[src/rtl/rr_arbiter.sv]
// Round-robin arbiter: NUM valid/ready inputs share one output, optional eot transaction lock.
// Define RR_ARBITER_OUT_REG_EN to insert a 2-entry registered buffer in front of dout_*.
module rr_arbiter #(
  parameter int NUM      = 2,
  parameter int DIN      = 16,
  parameter bit EOT_LOCK = 1'b1,
  localparam int IDX_W   = (NUM > 1) ? $clog2(NUM) : 1
) (
  input  logic                 clk,
  input  logic                 rst,
  input  logic [NUM-1:0]       din_valid,
  output logic [NUM-1:0]       din_ready,
  input  logic [NUM*DIN-1:0]   din_data,
  output logic                 dout_valid,
  input  logic                 dout_ready,
  output logic [IDX_W+DIN-1:0] dout_data
);

  localparam logic [1:0] IDLE   = 2'd0;
  localparam logic [1:0] HOLD   = 2'd1;
  localparam logic [1:0] LOCKED = 2'd2;

  logic [1:0]       state_q, state_d;
  logic [IDX_W-1:0] prio_ptr_q, prio_ptr_d;
  logic [IDX_W-1:0] grant_q, grant_d;

  logic [2*NUM-1:0] valid_dbl;
  logic [NUM-1:0]   valid_rot;
  logic             search_hit;
  int unsigned      sel_off;
  int unsigned      sel_sum;
  logic [IDX_W-1:0] search_idx;
  logic [IDX_W-1:0] winner;
  logic [IDX_W-1:0] ptr_next;
  logic             win_valid;
  logic [DIN-1:0]   win_data;
  logic             core_valid;
  logic             core_ready;
  logic             xfer;
  logic             last;

  // Rotate the request vector so offset 0 is the current priority holder.
  // NOTE: every variable written in always_comb gets a default first, otherwise
  // an unassigned path infers a latch.
  always_comb begin
    valid_dbl  = {din_valid, din_valid} >> prio_ptr_q;
    valid_rot  = valid_dbl[NUM-1:0];
    search_hit = 1'b0;
    sel_off    = 0;
    for (int off = 0; off < NUM; off++) begin
      if (!search_hit && valid_rot[off]) begin
        search_hit = 1'b1;
        sel_off    = off;
      end
    end
    sel_sum = int'(prio_ptr_q) + sel_off;
    if (sel_sum >= NUM) sel_sum = sel_sum - NUM;
    search_idx = IDX_W'(sel_sum);
  end

  assign winner   = (state_q == IDLE) ? search_idx : grant_q;
  assign ptr_next = (winner == IDX_W'(NUM - 1)) ? '0 : winner + 1'b1;

  always_comb begin
    win_valid = 1'b0;
    win_data  = '0;
    for (int i = 0; i < NUM; i++) begin
      if (winner == IDX_W'(i)) begin
        win_valid = din_valid[i];
        win_data  = din_data[i*DIN +: DIN];
      end
    end
  end

  // A cycle with rst asserted presents nothing and accepts nothing.
  assign core_valid = !rst && ((state_q == IDLE) ? search_hit : win_valid);
  assign xfer       = core_valid && core_ready;
  assign last       = (EOT_LOCK == 1'b0) || win_data[DIN-1];

  always_comb begin
    for (int i = 0; i < NUM; i++) begin
      din_ready[i] = !rst && (winner == IDX_W'(i)) && core_ready &&
                     ((state_q != IDLE) || search_hit);
    end
  end

  always_comb begin
    state_d    = state_q;
    prio_ptr_d = prio_ptr_q;
    grant_d    = grant_q;
    if (xfer) begin
      if (last) begin
        prio_ptr_d = ptr_next;
        state_d    = IDLE;
      end else begin
        grant_d = winner;
        state_d = LOCKED;
      end
    end else if (core_valid && (state_q == IDLE)) begin
      // Pin the source so a stalled word cannot be swapped for another input.
      grant_d = winner;
      state_d = HOLD;
    end
  end

  // NOTE: sequential state uses non-blocking assignments so every register
  // samples pre-edge values regardless of block ordering.
  always_ff @(posedge clk) begin
    if (rst) begin
      state_q    <= IDLE;
      prio_ptr_q <= '0;
      grant_q    <= '0;
    end else begin
      state_q    <= state_d;
      prio_ptr_q <= prio_ptr_d;
      grant_q    <= grant_d;
    end
  end

`ifdef RR_ARBITER_OUT_REG_EN
  logic [IDX_W+DIN-1:0] buf_q [2];
  logic [1:0]           cnt_q;
  logic                 wr_q;
  logic                 rd_q;
  logic                 pop;

  assign core_ready = (cnt_q != 2'd2);
  assign pop        = dout_valid && dout_ready;

  always_ff @(posedge clk) begin
    if (rst) begin
      cnt_q <= 2'd0;
      wr_q  <= 1'b0;
      rd_q  <= 1'b0;
    end else begin
      if (xfer) wr_q <= ~wr_q;
      if (pop)  rd_q <= ~rd_q;
      cnt_q <= cnt_q + 2'(xfer) - 2'(pop);
    end
  end

  // NOTE: the data storage is not reset; occupancy is tracked by cnt_q alone,
  // so stale contents are never presented.
  always_ff @(posedge clk) begin
    if (xfer) buf_q[wr_q] <= {winner, win_data};
  end

  assign dout_valid = (cnt_q != 2'd0);
  assign dout_data  = buf_q[rd_q];
`else
  assign core_ready = dout_ready;
  assign dout_valid = core_valid;
  assign dout_data  = {winner, win_data};
`endif

endmodule
[config.mk]
export PLATFORM = sky130hd
export DESIGN_NAME = rr_arbiter
export DESIGN_NICKNAME = d
export VERILOG_FILES = /design/src/rtl/rr_arbiter.sv
export SDC_FILE = /design/constraint.sdc
export NUM_CORES = 1
export LEC_CHECK = 0
export BUFFER_PORTS_ARGS = -buffer_cell sky130_fd_sc_hd__buf_2
export CELL_PAD_IN_SITES_DETAIL_PLACEMENT = 0
export CELL_PAD_IN_SITES_GLOBAL_PLACEMENT = 1
export CORE_AREA = 10 10 84 50
export CTS_BUF_LIST = sky130_fd_sc_hd__clkbuf_8
export DETAILED_ROUTE_END_ITERATION = 7
export DIE_AREA = 0 0 94 60
export MAX_ROUTING_LAYER = met4
export PLACE_DENSITY_LB_ADDON = 0.1
export SETUP_SLACK_MARGIN = 0.5
export SLEW_MARGIN = 20
export SYNTH_ARGS = -nofsm -noshare
export SYNTH_HDL_FRONTEND = slang
export SYNTH_SLANG_ARGS = --single-unit
[constraint.sdc]
create_clock -name clk -period 1.7 [get_ports clk]
set_clock_uncertainty 0.05 [all_clocks]
set_input_delay 0.255 -clock clk [delete_from_list [all_inputs] [get_ports clk]]
set_output_delay 0.255 -clock clk [all_outputs]
set_load 0.03 [all_outputs]
==> flow_metrics.py <==
metrics = {
    "outcome": {
        "outcome": "finished, violations left",
        "violations": "negative setup slack",
    },
    "final_layout": {
        "final_common_cell": "buf_2",
        "mostFrequentLayoutCells": "buf_2, buf_6, mux2_4, buf_4, nor2_1",
        "n_antenna_cell": 0,
        "fin_cells": 172,
        "fin_nets": 171,
        "layout-drive-gt1-share": 0.833,
        "areaGrowthSynthToFinish_pct": 154,
        "postLayoutCoreUtil": 0.457,
    },
    "worst_setup_path": {
        "cp.arrival_ns": 1.59,
        "critical_path.top_delay_family": "simple AND/OR/NAND/NOR gates",
        "cp.required_ns": 1.39,
        "worst_path_max_delay_cell": "dfxtp_2",
        "startpoint_type": "flop",
        "path_class": "reg2out",
        "r2r_setup_slack_ns": -0.02,
        "crit_path_max_fanout": 8,
        "r2r_start": "state_q[0]",
        "path_cells": "or2_4, nand2_4, nand2_4, buf_16, mux2_4, buf_6",
        "path_common_cell": "nand2_4",
        "r2r_cells": 6,
        "cp-end-kind": "primary output",
        "path_depth": 6,
        "cpPeakStageDelay_ns": 0.33,
        "setup.worst_path.end": "dout_data[3]",
        "rr_endpoint": "grant_q",
        "startpoint": "state_q[0]",
        "crit_buf_inv": 2,
    },
    "placement": {
        "dp_cells": 165,
        "gp_congestion": 0.740,
        "port-buffer-count": 56,
        "dp_hpwl_um": 2060,
    },
    "clocking": {
        "ctsHoldBuffers": 0,
        "cts.sinks": 4,
        "cts_buffers": 3,
        "cts_tree": "done",
        "insertion_delay_ns": 0.22,
        "clock_path_buffers": 2,
        "ctsHtreeMaxLevel": 1,
        "cts_root_buffer": "clkbuf_8",
        "clkTransAtPathRegs_ns": 0.03,
    },
    "synthesis": {
        "syn_area_um2": 504,
        "avgSynthCellArea_um2": 8.27,
        "ys_types": 23,
        "syn_nets": 98,
        "ys_ff_latch": 4,
        "ys_warn_count": 0,
        "ys_seq_area_frac": 0.159,
        "syn_inst": 61,
    },
    "floorplanning": {
        "core_area_mm2": 0.00280,
        "num_rows": 14,
        "die_width_um": 94,
        "io_pins": 57,
        "die_height_um": 60,
        "dieArea_mm2": 0.00564,
        "initial_core_util": 0.180,
    },
    "timing": {
        "fin_crit_sh": 1.12,
        "period_needed_ns": 1.90,
        "worst_slack_ns": -0.200,
        "hold_viol_final": 0,
        "fmax_ghz": 0.526,
        "slew_headroom": 0.764,
        "rsz0062_at_grt": "yes",
        "tns_ns": -3.21,
        "hold_slack_ns": 0.276,
        "worst_pin_slew_ns": 0.345,
        "final_max_slew_viol_count": 0,
        "finalSetupViolations": 21,
    },
    "power": {
        "swShare": 0.369,
        "pwr-share-clk": 0.214,
        "p_seq_frac": 0.120,
        "power_switching_mw": 0.345,
        "internal_power_mw": 0.590,
        "finalPower_mw": 0.935,
        "p_comb_frac": 0.666,
        "vdd_drop_max_v": 0.000262,
        "powerDensity_mw_per_mm2": 730,
        "leakage_nw": 0.649,
    },
    "detailed_routing": {
        "drtAntennaViolNets": 0,
        "num_vias": 710,
        "vias_per_cell": 4.13,
        "drt_iter0_drc": 17,
        "totalWireLength_um": 2580,
        "first_pass_iters": 2,
        "drc": 0,
        "wire_per_inst_um": 15.0,
    },
    "job": {
        "maxCapViolations": 0,
    },
    "hold_path": {
        "hold_path_class": "in2reg",
    },
    "global_routing": {
        "antenna_found_initial": 0,
        "grt_util_all_layers": 0.0845,
        "grt_pass1_vias": 715,
        "grt_max_degree": 9,
        "grt_pass1_wl_um": 3550,
        "gr-total-overflow": 0,
    },
}
==> power groups by stage <==
stage               Combinational (mW)  Clock, mW  Sequential, mW
floorplan                        0.323          0           0.110
global placement                 0.464          0           0.110
detailed placement               0.466          0           0.109
CTS                              0.624      0.203           0.110
global route                     0.656      0.206           0.113
finish                           0.623      0.200           0.112
==> what timing repair did <==
item | 4_1_cts | 5_1_grt
pin swaps | 3 | 3
setup buffers | 2 | 0
setup endpoints to repair | 24 | 24
gates resized for setup | 54 | 2
gates cloned | 2 | 0
endpoints found under the hold margin | 0 | 0
==> final cells by class <==
cell class / count / area, µm²
inverters: 3 / 11.3
fillers: 273 / 1520
well taps: 40 / 50.0
multi-input cells: 50 / 517
flip-flops and latches: 4 / 82.6
clock buffers: 3 / 41.3
repair buffers: 72 / 578
==> state kept, by name, indices dropped and copies added (netlist names) <==
| register | flops |
|---|---|
| prio_ptr_q | 1 |
| state_q | 2 |
| grant_q | 1 |
==> cell families (layout without fill, tap and decap cells) <==
kind of cell    Yosys count  after routing  synth area share
flops                     4              4             0.159
buf+inv                   7             78            0.0670
mux                      17             17             0.375
simple gates             20             20             0.189
compound gates           13             13             0.211
==> worst min-delay path by stage <==
stage / startpoint / endpoint / slack [ns] / cells after the start
CTS: rst / prio_ptr_q / 0.28 / 2
finish: rst / state_q[1] / 0.28 / 2
global route: rst / state_q[1] / 0.30 / 2
floorplan: rst / prio_ptr_q / 0.28 / 1
detailed placement: state_q[0] / state_q[0] / 0.49 / 2
global placement: state_q[0] / state_q[0] / 0.50 / 2
==> Yosys cell counts (all sizes together) <==
| cell type | n | area share |
|---|---|---|
| a2111oi | 1 | 0.055 |
| a211oi | 1 | 0.015 |
| a21oi | 4 | 0.040 |
| a2bb2oi | 1 | 0.017 |
| and2 | 1 | 0.015 |
| and2b | 1 | 0.017 |
| buf | 4 | 0.045 |
| dfxtp | 4 | 0.16 |
| inv | 3 | 0.022 |
| mux2 | 15 | 0.33 |
| mux2i | 2 | 0.040 |
| nand2 | 6 | 0.045 |
| nand2b | 1 | 0.012 |
| nand3 | 1 | 0.0099 |
| nor2 | 7 | 0.052 |
| nor2b | 1 | 0.012 |
| nor4 | 1 | 0.012 |
| o211a | 1 | 0.020 |
| o211ai | 1 | 0.015 |
| o21ai | 3 | 0.030 |
| o31a | 1 | 0.020 |
| or2 | 1 | 0.012 |
==> through the flow <==
| step | instance area, µm² | setup slack, ns |
|---|---|---|
| after floorplan | 604 | 0.109 |
| after global placement | 996 | -0.119 |
| after detailed placement | 996 | -0.110 |
| after CTS | 1270 | -0.214 |
| after global routing | 1280 | -0.267 |
| final | 1280 | -0.200 |
==> routing by layer <==
| metal | vias up | GRT usage | wire [µm] | part of all wire |
|---|---|---|---|---|
| li1 | 361 | - | - | - |
| met1 | 320 | 0.112 | 1260 | 0.49 |
| met2 | 25 | 0.121 | 1190 | 0.46 |
| met3 | 4 | 0.0225 | 109 | 0.042 |
| met4 | 0 | 0.0258 | 19 | 0.0074 |
| met5 | - | - | 0 | 0 |
Power figures use the tool's default switching activity.
